==> config.mk <==
export PLATFORM = sky130hd
export DESIGN_NAME = trace_buffer
export DESIGN_NICKNAME = d
export VERILOG_FILES = /design/src/rtl/trace_buffer.sv
export SDC_FILE = /design/constraint.sdc
export NUM_CORES = 1
export LEC_CHECK = 0
export ABC_CLOCK_PERIOD_IN_PS = 7200
export BUFFER_PORTS_ARGS = -buffer_cell sky130_fd_sc_hd__buf_2
export CORE_AREA = 2 2 329 331
export CTS_CLUSTER_SIZE = 12
export DETAILED_ROUTE_END_ITERATION = 7
export DIE_AREA = 0 0 331 333
export MAX_ROUTING_LAYER = met4
export PLACE_DENSITY = 0.75
export SLEW_MARGIN = 20
export SYNTH_ARGS = -nofsm -noshare
export SYNTH_HDL_FRONTEND = slang
export SYNTH_SLANG_ARGS = --single-unit
export TNS_END_PERCENT = 30
==> constraint.sdc <==
create_clock -name clk -period 7.2 [get_ports clk]
set_input_delay 1.08 -clock clk [delete_from_list [all_inputs] [get_ports clk]]
set_output_delay 1.08 -clock clk [all_outputs]
set_load 0.01 [all_outputs]
==> src/rtl/trace_buffer.sv <==
// Trace buffer: circular capture of retired-instruction records around a
// trigger, then oldest-first readout. Optional per-entry timestamps are
// enabled by defining TRACE_TIMESTAMP_EN.
module trace_buffer #(
   parameter int DATA_W = 96,
   parameter int DEPTH  = 16,
   parameter int TS_W   = 16,
   localparam int AW    = $clog2(DEPTH)
) (
   input  logic              clk,
   input  logic              reset,
   input  logic              arm,
   input  logic [AW-1:0]     post_cnt,
   input  logic              trig,
   input  logic              cap_valid,
   input  logic [DATA_W-1:0] cap_data,
   output logic [1:0]        state,
   output logic              done,
   output logic              wrapped,
   output logic [AW:0]       count,
   input  logic              rd_req,
   output logic              rd_valid,
`ifdef TRACE_TIMESTAMP_EN
   output logic [TS_W-1:0]   rd_ts,
`endif
   output logic [DATA_W-1:0] rd_data
);

   typedef enum logic [1:0] {
      IDLE      = 2'b00,
      ARMED     = 2'b01,
      TRIGGERED = 2'b10,
      DONE      = 2'b11
   } state_t;

   localparam logic [AW:0]   FULL  = (AW+1)'(DEPTH);
   localparam logic [AW:0]   CNT1  = (AW+1)'(1);
   localparam logic [AW-1:0] PTR1  = AW'(1);

   state_t              state_q;
   logic [AW-1:0]       wr_ptr_q;
   logic [AW:0]         count_q;
   logic                wrapped_q;
   logic [AW-1:0]       remaining_q;
   logic                rd_valid_q;
   logic [DATA_W-1:0]   rd_data_q;
   logic [DATA_W-1:0]   mem [DEPTH];

   logic                wr_en;
   logic                rd_en;
   logic [AW-1:0]       rd_addr;

   // Write/read qualification; arm wins over everything in its cycle.
   // In DONE wr_ptr is frozen, so wr_ptr - count always points at the oldest
   // unread entry (count==DEPTH aliases to wr_ptr itself, the oldest slot).
   always_comb begin
      wr_en   = !arm && cap_valid && (state_q == ARMED || state_q == TRIGGERED);
      rd_en   = !arm && rd_req && (state_q == DONE) && (count_q != '0);
      rd_addr = wr_ptr_q - count_q[AW-1:0];
   end

   // Record storage; contents are never cleared, count defines what is valid.
   always_ff @(posedge clk) begin
      if (wr_en) mem[wr_ptr_q] <= cap_data;
   end

   // Capture/readout FSM with pointer, occupancy and readout registers.
   always_ff @(posedge clk or negedge reset) begin
      if (!reset) begin
         state_q     <= IDLE;
         wr_ptr_q    <= '0;
         count_q     <= '0;
         wrapped_q   <= 1'b0;
         remaining_q <= '0;
         rd_valid_q  <= 1'b0;
         rd_data_q   <= '0;
      end else if (arm) begin
         state_q     <= ARMED;
         wr_ptr_q    <= '0;
         count_q     <= '0;
         wrapped_q   <= 1'b0;
         remaining_q <= post_cnt;
         rd_valid_q  <= 1'b0;
      end else begin
         rd_valid_q <= rd_en;
         if (rd_en) begin
            rd_data_q <= mem[rd_addr];
            count_q   <= count_q - CNT1;
         end
         if (wr_en) begin
            wr_ptr_q <= wr_ptr_q + PTR1;
            // A write into a full buffer overwrites the oldest entry.
            if (count_q == FULL) wrapped_q <= 1'b1;
            else                 count_q   <= count_q + CNT1;
         end
         case (state_q)
            ARMED: begin
               // The trigger-cycle sample is not part of the post count.
               if (trig) state_q <= (remaining_q != '0) ? TRIGGERED : DONE;
            end
            TRIGGERED: begin
               if (cap_valid) begin
                  remaining_q <= remaining_q - PTR1;
                  if (remaining_q == PTR1) state_q <= DONE;
               end
            end
            default: ;
         endcase
      end
   end

`ifdef TRACE_TIMESTAMP_EN
   logic [TS_W-1:0] ts_q;
   logic [TS_W-1:0] rd_ts_q;
   logic [TS_W-1:0] ts_mem [DEPTH];

   // Timestamp storage alongside each captured record.
   always_ff @(posedge clk) begin
      if (wr_en) ts_mem[wr_ptr_q] <= ts_q;
   end

   // Free-running timestamp restarted by arm; readout travels with rd_data.
   always_ff @(posedge clk or negedge reset) begin
      if (!reset) begin
         ts_q    <= '0;
         rd_ts_q <= '0;
      end else begin
         ts_q <= arm ? '0 : ts_q + TS_W'(1);
         if (rd_en) rd_ts_q <= ts_mem[rd_addr];
      end
   end

   assign rd_ts = rd_ts_q;
`endif

   assign state    = state_q;
   assign done     = (state_q == DONE);
   assign wrapped  = wrapped_q;
   assign count    = count_q;
   assign rd_valid = rd_valid_q;
   assign rd_data  = rd_data_q;

endmodule

# After elaboration in Yosys (flattened, before gate mapping)
# Memory sizes are Yosys's and may differ from the RTL's. A register that Yosys moved wholly into a read port is not among the register bits.
# Cells that the tools add are included.
# W data, S select, Z words.
[word_totals] ff_bits=17 ram_bits=1536 in_bits=106 output_inout_bits=106 wordCells=61 n_memories=1
[classes] add_sub_neg=5 n_eq_ne=8 n_mux=21 bitwise=1 n_reduce_logical=19
[mem_list] memory="mem" depth=16 word_bits=96 rd=1 rd_ports_with_merged_regs=1 write_ports=1 line="47" source="logic [DATA_W-1:0] mem [DEPTH];"
[ops] cell="$mux W4" count=5
[ops] cell="$mux W5" count=4
[ops] cell="$mux W2" count=4
[ops] cell="$reduce_bool A2 Y1" count=4
[ops] cell="$mux W1" count=7
[ops] cell="$ne A3 B3 Y1 const B" count=2
[ops] cell="$reduce_and A2 Y1" count=3
[ops] cell="$add A5 B1 Y5 const B" count=1
[ops] cell="$eq A5 B5 Y1 const B" count=1
[ops] cell="$logic_and A1 B1 Y1" count=5
[ops] cell="$reduce_bool A5 Y1" count=1
[ops] cell="$sub A5 B1 Y5 const B" count=1
[ops] cell="$add A4 B1 Y4 const B" count=1
[ops] cell="$eq A2 B2 Y1 const B" count=2
[ops] cell="$eq A4 B1 Y1 const B" count=1
[ops] cell="$pmux W2 S2" count=1
[ops] cell="$reduce_and A4 Y1" count=1
[ops] cell="$reduce_bool A4 Y1" count=1
[ops] cell="$sub A4 B1 Y4 const B" count=1
[ops] cell="$sub A4 B4 Y4" count=1
[ops] cell="$ne A3 B2 Y1 const B" count=1
[ops] cell="$reduce_bool A3 Y1" count=1
[ops] cell="$eq A2 B1 Y1 const B" count=1
[ops] cell="$logic_not A1 Y1" count=2
[ops] cell="2 further kinds" count=2

# Logic depth before layout (Yosys ltp)
# Gate-level depths: netlist of the first run.
[logic_depth] word_depth=8 depth_mapped=10 ltp_nobuf=7

# Least setup slack after synthesis of the first run
# No wires, ideal clock.
[synth_path] kind="in2reg" start="input port arm" end="memory mem[0][0], enable pin" setup_ps=465 arrival_time_ps=4242 required_ps=6735 setup_slack_ps=2493 path_stages=4 n_path_buf=1 cell_sequence="clkbuf_1 -> or3b_2 -> nor3_1 -> and2_1"
[synth_between] elab_chain_cells=5
[synth_rtl] element="from (decl)" line="12" source="input logic arm,"
[synth_rtl] element="$logic_not A1 Y1" line="57" source="wr_en = !arm && cap_valid && (state_q == ARMED || state_q == TRIGGERED);"
[synth_rtl] element="$logic_and A1 B1 Y1 (2 in series)" line="57"
[synth_rtl] element="$mux W1" line="64" source="if (wr_en) mem[wr_ptr_q] <= cap_data;"
[synth_rtl] element="$mux W1 (implied by the code)" line="64"
[synth_rtl] element="to (decl)" line="47"
# No other way between the ends.

# Final worst setup path of the first run
[layout_path] start="register count_q[1], in the netlist count[1]" end="register rd_data_q[60], in the netlist rd_data[60], read port of mem"
[layout_between] elab_chain_cells=3 elab_cells_between_ends=4 cone_classes="add/sub (1); reduce/logical (3)"
[layout_rtl] element="from (decl)" line="42" source="logic [AW:0] count_q;"
[layout_rtl] element="from (signal assigned)" line="88" source="count_q <= count_q - CNT1;"
[layout_rtl] element="from (signal assigned)" line="94" source="else count_q <= count_q + CNT1;"
[layout_rtl] element="parallel branches: the longest is 3 deep, another holds $sub A4 B4 Y4"
[layout_rtl] element="to (decl)" line="46" source="logic [DATA_W-1:0] rd_data_q;"
# Parallel ways; which one is timed is not known.
# A chain may end at the register's enable or synchronous reset.

==> impl_metrics.ini, run 1 <==
[run_status]
outcome = complete, no violations

[timing]
rsz0062_at_grt = false
finalSetupTns_ns = 0
hold_viol = 0
slew_headroom_pct = 24.13
setup_viol_count_final = 0
clock-skew-final_ns = 0.02418
worstMarginPinSlew_ns = 1.138
worst_slack_ns = 3.076
fmax_mhz = 242.5
slew_violations = 0
finalCritPeriodShare_pct = 57.28
min_period_ns = 4.124

[cells_and_area]
nets = 3083
layout-drive-gt1-share_pct = 28.87
area_delta_synth_final_pct = 11.96
fin_cells = 4506
final.fill_count = 6608

[clock_tree]
post_cts_buffers = 0
cts_buffers = 160
clk_latency_ns = 0.77
clock_path_buffers = 3
cts_tree = built
hold_buffers = 0
clock_sinks = 1649
cts_root_buffer = clkbuf_16
cts_resized = 0
clk_pin_slew_ns = 0.06
ctsHtreeMaxLevel = 4

[floorplan]
die_area_um2 = 110200
coreArea_um2 = 106600
die_x_um = 331
rows = 120
ioPinCount = 212
die_h_um = 333
floorplan.initialDensity_pct = 58.61

[synthesis]
syn_area_per_cell_um2 = 23.26
ys_ff_latch = 1649
synth_top_area_cell = edfxtp_1
ys_warn_count = 0
synthCells = 2686
ys_seq_area_share_pct = 78.35
synth_edf_count = 1536
yosys.area.top_type_share_pct = 73.83
synth_ff_type = edfxtp_1
mappedNetlistArea_um2 = 62480
synth_area_leaders = edfxtp_1 74%, mux4_2 14%, dfrtp_1 4.5%
syn_nets = 2807
synthArstFlopShare_pct = 6.853
synth_cell_types = 42

[worst_setup_path]
rrSetupSlack_ns = 3.08
critPathTopFamily = simple AND/OR/NAND/NOR gates
required_ns = 7.80
r2r_cells = 7
arrival_ns = 4.72
cp.buffers_inverters = 2
criticalPathCategory = flip-flop to flip-flop
worst_setup_path_start_kind = flip-flop
worstPathCellList = inv_1 -> ha_1 -> nor4b_2 -> or2_4 -> or3_4 -> buf_4 -> o221ai_1
cp_max_fo = 61
cp_slowest_cell = or3_4
reg2reg_from = count[1]
reg2reg_to = rd_data[60]
cp_slowest_stage_delay_ns = 0.99
cp-end-kind = flip-flop

[pwr]
total_leakage_power_nw = 22.63
power_density_nw_per_um2 = 320.5
ir_drop_mv = 0.2533

[routing]
detail-route-antenna-nets = 0
drc_errors = 0
vias_per_cell = 6.390
routed_wl_um = 134300
wl_per_cell_um = 29.81
vias = 28800
firstDrtPassIters = 5
drt_iter0_drc = 3087

[place]
hpwl_um = 69460
place_ws_ns = 2.790
place_inst = 4202
io_buffers = 211
gp_congestion = 0.7944

[global_route]
grt_pass1_wl_um = 199700
grt_max_degree = 115
grt-ovfl-total = 0
antenna_found_initial = 19
grt_use_total_pct = 25.82
grt_pass1_vias = 30550

[hold_path]
hp-class = primary input to async pin

[run]
max_cap_violations = 0
[cells in the final DEF, fill, tap and decap left out, types with 3 or more instances in the layout]
master,instances
ha_1,13
buf_2,210
clkbuf_16,161
xor2_1,4
inv_6,5
o21ai_0,5
clkbuf_1,99
inv_1,14
dfrtp_1,113
xnor2_1,3
mux2i_1,196
nor2_1,13
mux4_2,384
clkbuf_8,8
and2_4,16
buf_12,9
nand2_1,108
diode_2,17
o221ai_2,40
clkinv_1,3
a21oi_1,8
edfxtp_1,1536
buf_4,36
o221ai_1,56
nor3_1,6
clkinv_2,3
clkinv_8,6
[kinds of logic after synthesis]
group                    after synthesis  share of synthesized area [%]
flip-flops                          1649                          78.35
AO/OA/AOI/OAI                        114                          1.913
AND/OR/NAND/NOR                      161                          1.154
XOR/XNOR                               8                         0.1122
multiplexers                         582                          17.02
adder cells (fa/ha/maj)               15                         0.3124
buffers and inverters                157                          1.138
[state kept, by name (all words and copies together), names as in the netlist]
name	cells
mem	1536
wr_ptr_q	4
remaining_q	4
rd_valid	1
count	5
state	2
rd_data	96
wrapped	1
[worst max-delay path by stage]
stage                   from           to  slack [ns]  depth (start not counted)
floorplan                arm    mem[0][0]        2.49                          4
global placement         arm  mem[10][83]        2.90                          6
detailed placement       arm  rd_data[60]        2.79                          6
CTS                 count[1]  rd_data[60]        3.09                          7
global route        count[1]  rd_data[60]        2.91                          7
finish              count[1]  rd_data[60]        3.08                          7
[synthesized netlist by cell type, types with 4 or more instances]
library cell	count
a21oi_1	8
and2_1	16
buf_1	7
buf_2	48
buf_4	4
buf_6	6
clkbuf_1	77
dfrtp_1	113
edfxtp_1	1536
ha_1	14
inv_1	14
mux2i_1	196
mux4_2	384
nand2_1	108
nor2_1	13
nor3_1	6
o21ai_0	5
o221ai_1	56
o221ai_2	40
xor2_1	5
[power by group]
group | internal [mW] | switching [mW]
registers | 10.8 | 0.236
clock network | 4.26 | 3.36
logic | 1.85 | 1.95
total | 16.9 | 5.55
[routing by layer]
metal	share of wire, %	global-route usage [%]
met5	0	-
met2	50	40.05
met1	39	34.86
met3	8.8	5.803
met4	2.5	7.667
[through the flow]
stage / power [mW] / hold WS, ns / util [%] / area, um2
3_3_place_gp: 14.93 / 0.4710 / 61.14 / 65180
3_5_place_dp: 15.02 / 0.4664 / 61.14 / 65180
6_report: 22.42 / 0.3749 / 65.62 / 69950
5_1_grt: 23.22 / 0.3899 / 65.61 / 69940
4_1_cts: 22.59 / 0.3600 / 65.55 / 69880
2_1_floorplan: 13.89 / 0.5241 / - / 62480
[cell type report]
cell class              count  area [um2]  share of cell area, %
diodes                     17       42.54                0.06082
well taps                1403        1755                  2.510
clock buffers             268        4511                  6.448
clock inverters            18       187.7                 0.2683
flip-flops and latches   1649       48950                  69.98
inverters                  14       52.55                0.07513
repair buffers            257        1540                  2.202
multi-input cells         880       12910                  18.45
(Power assumes the default switching activity.)
==> run 2, diff against run 1 <==
- ABC_CLOCK_PERIOD_IN_PS: 7200 -> 3750
- CORE_AREA: 2 2 329 331 -> 2 2 338 340
- DIE_AREA: 0 0 331 333 -> 0 0 340 342
- PLACE_DENSITY: 0.75 -> 0.74
- clock period: 7.2 -> 3.75 ns (I/O delays scaled with it)
==> run 2 against run 1 <==
Effect of this change: clock skew increased by 0.0052 ns; count of clock-buffer cells in the layout decreased by 1; combinational power increased by 99%; first-iteration DRC count increased by 11%; sequential share of layout area decreased by 1.5 points; sequential power increased by 92%; largest power group unchanged.
==> impl_metrics.ini, run 2 (synthesis results as in run 1) <==
[run_status]
outcome = complete, no violations

[cells_and_area]
layout_common_cells = 1,536 x edfxtp_1, 384 x mux4_2, 210 x buf_2
largest_reg_flops = 1536
layout-drive-gt1-share_pct = 30.40
final_common_cell = edfxtp_1
final.fill_count = 7200
nets = 3141
postLayoutCoreUtil_pct = 63.24
postLayoutCellArea_um2 = 71520
largest_register = mem
area_delta_synth_final_pct = 14.48

[timing]
fmax_mhz = 310.5
worstMarginPinSlew_ns = 0.8500
setup_viol_count_final = 0
finalSetupTns_ns = 0
slew_headroom_pct = 43.33
worst_slack_ns = 0.5290
finalCritPeriodShare_pct = 85.89
hold_viol = 0
clock-skew-final_ns = 0.02934
min_period_ns = 3.221
rsz0062_at_grt = false
slew_violations = 0

[place]
hpwl_um = 73470
gp_congestion = 0.7479
io_buffers = 211
place_ws_ns = 0.5652
place_area_um2 = 66400

[global_route]
grt-ovfl-total = 0
grt_max_degree = 97
grt_pass1_vias = 30770
antenna_found_initial = 34
grt_pass1_wl_um = 206000
grt_use_total_pct = 25.44

[run]
max_cap_violations = 0

[pwr]
power_density_nw_per_um2 = 614.6
pwr-share-clk_pct = 34.9
ir_drop_mv = 0.4600
total_leakage_power_nw = 23.26
switchingPower_mw = 10.65
power_frac_comb_pct = 17.2
power_switching_share_pct = 24.22
p_seq_share_pct = 47.9
internal_power_mw = 33.31
p_total_mw = 43.96

[worst_setup_path]
arrival_ns = 3.83
worst_setup_path_start_kind = flip-flop
criticalPathCategory = flip-flop to flip-flop
cp-end-kind = flip-flop
cp_max_fo = 35
required_ns = 4.36

[routing]
detail-route-antenna-nets = 0
vias_per_cell = 6.264
drc_errors = 0
drt_iter0_drc = 3430
firstDrtPassIters = 6
wl_per_cell_um = 30.22
routed_wl_um = 141600
vias = 29350

[floorplan]
rows = 124
floorplan.initialDensity_pct = 55.24
ioPinCount = 212
coreArea_um2 = 113100
die_x_um = 340
die_h_um = 342
die_area_um2 = 116300

[clock_tree]
post_cts_buffers = 0
cts_resized = 0
ctsHtreeMaxLevel = 4
clock_path_buffers = 3
hold_buffers = 2
clk_latency_ns = 0.76
cts_root_buffer = clkbuf_16
clock_sinks = 1649
cts_buffers = 164
clk_pin_slew_ns = 0.06
cts_tree = built

[hold_path]
hp-class = primary input to flip-flop
==> run 2: power by group through the flow <==
stage / Combinational (mW) / Sequential [mW] / Clock (mW)
after floorplan: 5.22 / 21.4 / 0
after global placement: 7.40 / 21.4 / 0
after detailed placement: 7.61 / 21.4 / 0
after CTS: 7.68 / 21.1 / 15.6
after global routing: 8.14 / 21.1 / 16.3
final: 7.55 / 21.1 / 15.3
==> run 2: critical path, stage by stage (launching register included) <==
cell	delay (ns)
dfrtp_1	0.44
inv_1	0.18
ha_4	0.15
inv_1	0.05
fa_4	0.92
buf_12	0.31
buf_12	0.28
mux4_2	0.33
mux2i_1	0.22
o221ai_2	0.14
==> run 2: area by class of cell <==
type                    count  area [um2]  area share, %
inverters                  14       52.55        0.07347
diodes                     25       62.56        0.08747
multi-input cells         880       12910          18.05
flip-flops and latches   1649       48950          68.44
repair buffers            311        2619          3.661
clock inverters            27       259.0         0.3621
clock buffers             267        4780          6.683
well taps                1512        1892          2.645
==> run 2: worst paths after layout <==
path	start	cells after the start	slack, ns	endpoint
setup / recovery	wr_ptr_q[0]	9	0.53	rd_data[23]
hold / removal	post_cnt[2]	3	0.06	remaining_q[2]
setup reg to reg	wr_ptr_q[0]	9	0.53	rd_data[23]
hold reg to reg	rd_data[11]	2	0.49	rd_data[11]
max in group asynchronous	reset	3	2.47	rd_data[90]
min in group asynchronous	reset	2	0.29	rd_data[60]
==> run 2: metal layers <==
layer	wire length [um]	global-route usage (%)	part of all wire, %	vias to the layer above
li1	-	-	-	12080
met1	56190	35.01	40	15650
met2	69560	39.02	49	1390
met3	12620	5.593	8.9	230
met4	3204	7.153	2.3	0
met5	0	-	0	-
==> run 2: per-stage QoR <==
step,std cells,hold WS (ns)
final,4685,0.06070
after global routing,4683,0.03077
after CTS,4660,0.01345
after detailed placement,4364,0.4731
after global placement,4364,0.4690
after floorplan,2686,0.2669
